===== src/rtl/game_sequencer.sv =====
// rtl/game_sequencer.sv - dino runner play-state controller: idle/run/hit/over, BCD score, speed level.
// Optional GAME_SEQ_HISCORE_EN adds a persistent hi_score output.
module game_sequencer #(
  parameter int SCORE_DIGITS     = 4,
  parameter int FRAMES_PER_POINT = 6,
  parameter int POINTS_PER_LEVEL = 100,
  parameter int MAX_LEVEL        = 7,
  parameter int OVER_HOLD_FRAMES = 60
) (
  input  logic                              clk,
  input  logic                              rst,
  input  logic                              btn,
  input  logic                              frame_tick,
  input  logic                              collision,
  output logic                              run_en,
  output logic                              jump_en,
  output logic                              field_clr,
  output logic [$clog2(MAX_LEVEL+2)-1:0]    speed,
  output logic [4*SCORE_DIGITS-1:0]         score,
`ifdef GAME_SEQ_HISCORE_EN
  output logic [4*SCORE_DIGITS-1:0]         hi_score,
`endif
  output logic                              game_over,
  output logic [1:0]                        state
);

  localparam int SW  = 4 * SCORE_DIGITS;
  localparam int SPW = $clog2(MAX_LEVEL + 2);
  localparam int LW  = (MAX_LEVEL > 1) ? $clog2(MAX_LEVEL + 1) : 1;
  localparam int FW  = (FRAMES_PER_POINT > 1) ? $clog2(FRAMES_PER_POINT) : 1;
  localparam int PW  = (POINTS_PER_LEVEL > 1) ? $clog2(POINTS_PER_LEVEL) : 1;
  localparam int HW  = $clog2(OVER_HOLD_FRAMES + 1);

  typedef enum logic [1:0] {
    S_IDLE = 2'b00,
    S_RUN  = 2'b01,
    S_HIT  = 2'b10,
    S_OVER = 2'b11
  } state_t;

  state_t          cur, nxt;
  logic            btn_q;
  logic            btn_rise;
  logic [FW-1:0]   frame_cnt;
  logic [PW-1:0]   pts_cnt;
  logic [LW-1:0]   level;
  logic [HW-1:0]   hold_cnt;
  logic            start;
  logic            frame_inc;
  logic            point;
  logic            hold_inc;

  // Increment with saturation: a carry out of the top digit means all nines.
  function automatic logic [SW-1:0] bcd_inc(input logic [SW-1:0] s);
    logic [SW-1:0] r;
    logic          carry;
    r     = s;
    carry = 1'b1;
    for (int i = 0; i < SCORE_DIGITS; i++) begin
      if (carry) begin
        if (s[4*i +: 4] == 4'd9) begin
          r[4*i +: 4] = 4'd0;
        end else begin
          r[4*i +: 4] = s[4*i +: 4] + 4'd1;
          carry       = 1'b0;
        end
      end
    end
    return carry ? s : r;
  endfunction

  assign btn_rise = btn & ~btn_q;
  assign state    = cur;

  always_ff @(posedge clk) begin
    if (rst) cur <= S_IDLE;
    else     cur <= nxt;
  end

  always_comb begin
    nxt       = cur;
    start     = 1'b0;
    frame_inc = 1'b0;
    point     = 1'b0;
    hold_inc  = 1'b0;
    case (cur)
      S_IDLE: begin
        if (btn_rise) begin
          nxt   = S_RUN;
          start = 1'b1;
        end
      end
      S_RUN: begin
        if (collision) begin
          nxt = S_HIT;
        end else if (frame_tick) begin
          frame_inc = 1'b1;
          point     = (frame_cnt == FW'(FRAMES_PER_POINT - 1));
        end
      end
      S_HIT: nxt = S_OVER;
      S_OVER: begin
        if (btn_rise && hold_cnt == HW'(OVER_HOLD_FRAMES)) begin
          nxt   = S_RUN;
          start = 1'b1;
        end else if (frame_tick && hold_cnt != HW'(OVER_HOLD_FRAMES)) begin
          hold_inc = 1'b1;
        end
      end
      default: nxt = S_IDLE;
    endcase
  end

  always_ff @(posedge clk) begin
    if (rst) begin
      btn_q     <= 1'b0;
      run_en    <= 1'b0;
      jump_en   <= 1'b0;
      field_clr <= 1'b0;
      game_over <= 1'b0;
      speed     <= SPW'(1);
      score     <= '0;
      frame_cnt <= '0;
      pts_cnt   <= '0;
      level     <= '0;
      hold_cnt  <= '0;
    end else begin
      btn_q     <= btn;
      run_en    <= (nxt == S_RUN);
      jump_en   <= (nxt == S_RUN);
      field_clr <= start;
      game_over <= (nxt == S_OVER);
      speed     <= SPW'(level) + SPW'(1);

      if (start) begin
        score     <= '0;
        frame_cnt <= '0;
        pts_cnt   <= '0;
        level     <= '0;
      end else if (frame_inc) begin
        if (point) begin
          frame_cnt <= '0;
          score     <= bcd_inc(score);
          if (pts_cnt == PW'(POINTS_PER_LEVEL - 1)) begin
            pts_cnt <= '0;
            if (level != LW'(MAX_LEVEL)) level <= level + LW'(1);
          end else begin
            pts_cnt <= pts_cnt + PW'(1);
          end
        end else begin
          frame_cnt <= frame_cnt + FW'(1);
        end
      end

      if (cur == S_HIT || start) hold_cnt <= '0;
      else if (hold_inc)         hold_cnt <= hold_cnt + HW'(1);
    end
  end

`ifdef GAME_SEQ_HISCORE_EN
  // Packed BCD with valid digits orders the same as its binary value, MSD first.
  always_ff @(posedge clk) begin
    if (rst)                               hi_score <= '0;
    else if (cur == S_HIT && score > hi_score) hi_score <= score;
  end
`endif

endmodule


===== config.mk =====
export PLATFORM = sky130hd
export DESIGN_NAME = game_sequencer
export DESIGN_NICKNAME = d
export VERILOG_FILES = /design/src/rtl/game_sequencer.sv
export SDC_FILE = /design/constraint.sdc
export NUM_CORES = 1
export LEC_CHECK = 0
export CORE_ASPECT_RATIO = 0.9
export CORE_MARGIN = 3
export CORE_UTILIZATION = 49
export DETAILED_ROUTE_END_ITERATION = 8
export MAX_ROUTING_LAYER = met4
export PLACE_DENSITY = 0.76
export SLEW_MARGIN = 20
export SYNTH_ARGS = -nofsm -noshare
export SYNTH_HDL_FRONTEND = slang
export SYNTH_SLANG_ARGS = --single-unit

===== constraint.sdc =====
create_clock -name clk -period 1.9 [get_ports clk]
set_input_delay 0.285 -clock clk [delete_from_list [all_inputs] [get_ports clk]]
set_output_delay 0.285 -clock clk [all_outputs]
set_load 0.01 [all_outputs]

Yosys cells after proc, flatten, opt, wreduce, memory -nomap -nowiden
Index checks and enable logic that the tools add are counted.
{"block": "op_classes", "add_sub_neg": 9, "n_eq_ne": 14, "mux": 45, "bitwise_logic": 3, "n_reduce_logical": 12}
{"op": "1-bit 2-to-1 mux", "count": 34}
{"op": "4-bit by 1-bit adder with 4-bit output, second input constant", "count": 4}
{"op": "4-bit equality test, second input constant", "count": 4}
{"op": "4-bit 2-to-1 mux", "count": 4}
{"op": "4-bit AND reduction", "count": 4}
{"op": "2-bit case mux with 4 select lines", "count": 1}
{"op": "7-bit by 1-bit adder with 7-bit output, second input constant", "count": 1}
{"op": "7-bit equality test, second input constant", "count": 1}
{"op": "7-bit 2-to-1 mux", "count": 1}
{"op": "3-bit by 1-bit adder with 3-bit output, second input constant", "count": 2}
{"op": "6-bit by 1-bit adder with 6-bit output, second input constant", "count": 1}
{"op": "2-bit equality test, second input constant", "count": 3}
{"op": "6-bit equality test, second input constant", "count": 1}
{"op": "2-bit 2-to-1 mux", "count": 3}
{"op": "6-bit inequality test, second input constant", "count": 1}
{"op": "3-bit by 1-bit adder with 4-bit output, second input constant", "count": 1}
{"op": "2-bit by 1-bit equality test with 1-bit output, second input constant", "count": 2}
{"op": "2-bit OR reduction", "count": 2}
{"op": "3-bit equality test, second input constant", "count": 1}
{"op": "3-bit 2-to-1 mux", "count": 1}
{"op": "3-bit inequality test, second input constant", "count": 1}
{"op": "3-bit AND reduction", "count": 1}
{"op": "1-bit logical AND", "count": 2}
{"op": "2-bit zero test", "count": 1}
{"op": "other kinds (5)", "count": 6}
{"block": "totals", "reg_bits": 45, "input_bits": 5, "output_inout_bits": 26, "elab_cells": 97}

Logic depth before layout (Yosys ltp)
{"block": "depth", "ltp_word": 25, "mapped_depth": 8}

Worst setup path before layout
Ideal clock, no wire load.
{"block": "synth_path", "kind": "flip-flop to flip-flop", "startpoint": "register cur[1] (netlist: state[1])", "endpoint": "register score[4]", "arrival_time_ns": 1.738, "required_ns": 1.783, "setup_slack_ns": 0.045, "stages_incl_launch_ff": 9, "n_path_buf": 1, "period_less_slack_ns": 1.855, "cell_sequence": "dfxtp_1 > inv_1 > ha_1 > nand3b_1 > clkbuf_1 > or4b_1 > a21oi_1 > xnor2_1 > nor2_1"}
{"block": "synth_between", "elab_chain_cells": 3}
{"element": "from (decl)", "line_no": "41", "rtl": "state_t cur, nxt;"}
{"element": "from (signal assigned)", "line_no": "77", "rtl": "else cur <= nxt;"}
{"element": "2-bit equality test (tied with other cells)", "line_no": "86", "rtl": "case (cur)"}
{"element": "1-bit case mux with 2 select lines / 1-bit 2-to-1 mux (equally long branches)", "line_no": "86"}
{"element": "2-bit OR reduction (no line) / 4-bit AND reduction (equally long branches)"}
{"element": "to (signal assigned)", "line_no": "143", "rtl": "score <= bcd_inc(score);"}
{"element": "to (decl)", "line_no": "19", "rtl": "output logic [4*SCORE_DIGITS-1:0] score,"}
Parallel ways exist; a longest one is shown, timed or not.
A chain may end at the register's enable or synchronous reset.

Worst setup path after layout
Ends and elaborated chain as after synthesis.

==> run_results.csv <==
group,metric,value,unit
status,outcome,"completed",
synth,synth_cell_types,46,
setup_path,crit_arrival,2.00,ns
setup_path,path_buf_inv,2,
clock_network,cts.path.max_buffers,2,
final_layout,syn2layout_area_growth,30.9,%
timing,fin_skew,0.00740,ns
detailed_routing,drt-vias-per-instance,5.11,
setup_path,critical_path_class,"reg -> reg",
pwr,peakVddDrop,440,uV
setup_path,crit_path_start_kind,"flop",
final_layout,final_cells,364,
grt,track_usage,17.6,%
final_layout,final_net_count,320,
timing,slew_viol_final,0,
timing,worstMarginPinSlew,0.412,ns
clock_network,cts_buffers,5,
grt,grt_overflow,0,
grt,grt_pass1_vias,1685,
clock_network,clkTransAtPathRegs,0.09,ns
grt,grt_max_degree,27,
clock_network,cts_htree_levels,2,
timing,min_period_over_period,95.8,%
detailed_routing,drt_iter0_drc,95,
synth,syn_area_per_cell,8.92,um2
synth,synth_nets,262,
synth,synth_edf_count,0,
grt,grt_pass1_wl,7610,um
flow_run,drv_cap,0,
timing,slew_headroom,72.5,%
grt,antenna_found_initial,0,
floorplanning,coreArea,4180,um2
timing,max_freq,550,MHz
synth,synthFlopType,"dfxtp_1",
clock_network,worstSkewPairLatency,0.29,ns
synth,yosysTopAreaCell,"dfxtp_1",
synth,yosys_register_bits,45,
floorplanning,initial_utilization,52.2,%
setup_path,crit_path_top_delay_cell,"or4b_1",
detailed_routing,vias,1861,
floorplanning,ios,31,
synth,yosysWarnings,0,
placed_design,io_buffers,30,
setup_path,cp-end-kind,"flop",
floorplanning,dieHeight,69.4,um
synth,synthCells,245,
placed_design,place.gp.congestion,0.791,
detailed_routing,dr.pass1.iters,4,
setup_path,max_stage_delay,0.52,ns
placed_design,dp_hpwl,3240,um
setup_path,cp_cell_sequence,"inv_1, ha_1, nand3b_1, buf_6, or4b_1, a21oi_2, xnor2_1, nor2_1",
detailed_routing,wl_per_cell,12.1,um
min_path,hp-class,"reg -> reg",
synth,synth_top_area_share,41.2,%
clock_network,cts_tree,"yes",
detailed_routing,drc,0,
detailed_routing,ant_nets,0,
timing,period_minus_slack,1.82,ns
setup_path,path_max_fanout,10,
timing,finalSetupViolations,0,
floorplanning,die_area,5300,um2
setup_path,cp.required,2.08,ns
placed_design,place_inst,356,
synth,synth_area,2190,um2
synth,ys_seq_area_share,41.2,%
final_layout,num_antenna_cells,0,
final_layout,fin_area,2860,um2
pwr,leakage,1.05,nW
clock_network,clock_sinks,45,
timing,hold_violations,0,
pwr,powerDensity,609,nW/um2
timing,tns,0,ns
detailed_routing,routed_wl,4390,um
clock_network,root_buffer,"clkbuf_8",
floorplanning,dieWidth,76.4,um
synth,netlist_top_cells_area,"dfxtp_1, ha_1, nor2_1",
placed_design,post_dp_cell_area,2750,um2
synth,ys_async_sr_fraction,0,%
floorplanning,rows,22,
setup_path,cp_top_family,"simple AND/OR/NAND/NOR gates",
clock_network,postCtsSetupRepairBufs,0,
final_layout,drive_above_1_share,16.1,%
[state kept, by name, indices dropped and copies added (netlist names), 2 cells and up]
name       cells
level          3
frame_cnt      3
score         16
hold_cnt       6
pts_cnt        7
speed          4
state          2
[cell families after synthesis]
group,after synthesis,share of synthesized area [%]
adders and majority gates,12,6.87
and+or+nand+nor,117,29.2
buffers and inverters,18,3.72
muxes,4,1.89
DFF,45,41.2
xor gates and xnor gates,21,8.41
AOI/OAI and AO/OA,28,8.70
[cell usage in the layout (no fill, tap or decap), types with 4 or more instances in the layout]
cell	instances
nor3_1	14
xor2_1	9
inv_1	9
ha_1	12
nand2b_1	5
nor2_1	37
clkbuf_8	5
nand3_1	7
dfxtp_1	45
o21ai_0	5
a21oi_1	11
nand4_1	5
nand2_1	17
buf_4	29
and3_1	4
xnor2_1	12
nor2b_1	4
clkdlybuf4s50_1	30
[final timing paths]
| check | startpoint | to | slack, ns | cells after the start |
|---|---|---|---|---|
| setup / recovery | state[1] | score[4] | 0.08 | 8 |
| hold reg to reg | level[0] | speed[0] | 0.44 | 1 |
| hold / removal | level[0] | speed[0] | 0.44 | 1 |
| setup reg to reg | state[1] | score[4] | 0.08 | 8 |
[where the power goes]
| part | switching (mW) | internal [mW] | leakage [nW] |
|---|---|---|---|
| Sequential | 0.00613 | 0.956 | 0.363 |
| Clock | 0.317 | 0.255 | 0.0450 |
| Combinational | 0.108 | 0.0992 | 0.639 |
[synth_stat cells, drive strengths merged (4+ instances only)]
library cell,count
a21oi,12
o21ai,5
xor2,9
and3,4
nand2b,5
inv,9
clkbuf,5
nand4,5
dfxtp,45
nor3,14
nor4,6
xnor2,12
nand3,7
nor2,38
ha,12
buf,4
nor2b,4
nand2,17
[per-layer routing]
metal | up-vias | track usage, % | routed length (um)
li1 | 965 | - | -
met1 | 863 | 24.4 | 2240
met2 | 31 | 26.3 | 1960
met3 | 2 | 3.77 | 173
met4 | 0 | 4.23 | 22
met5 | - | - | 0
[stage by stage]
stage / utilization, % / hold slack [ns] / power (mW) / setup WS [ns]
CTS: 67.8 / 0.444 / 1.75 / 0.0325
global route: 68.4 / 0.483 / 1.83 / -0.0319
global placement: 65.8 / 0.428 / 1.19 / -0.172
floorplan: - / 0.357 / 1.09 / 0.0452
detailed placement: 65.8 / 0.424 / 1.19 / -0.189
finish: 68.4 / 0.438 / 1.74 / 0.0803
[cell type report]
cell class,instances,area (um2)
fillers,339,1320
well taps,60,75.1
inverters,9,33.8
clock inverters,2,10.0
clock buffers,6,72.6
repair buffers,60,529
multi-input cells,182,1240
flip-flops and latches,45,901
[timing repair]
action,in CTS,in global routing
resized for setup,0,5
hold buffers,0,0
endpoints found under the setup margin,0,9
Note: power is estimated with default switching activity, not from simulation.
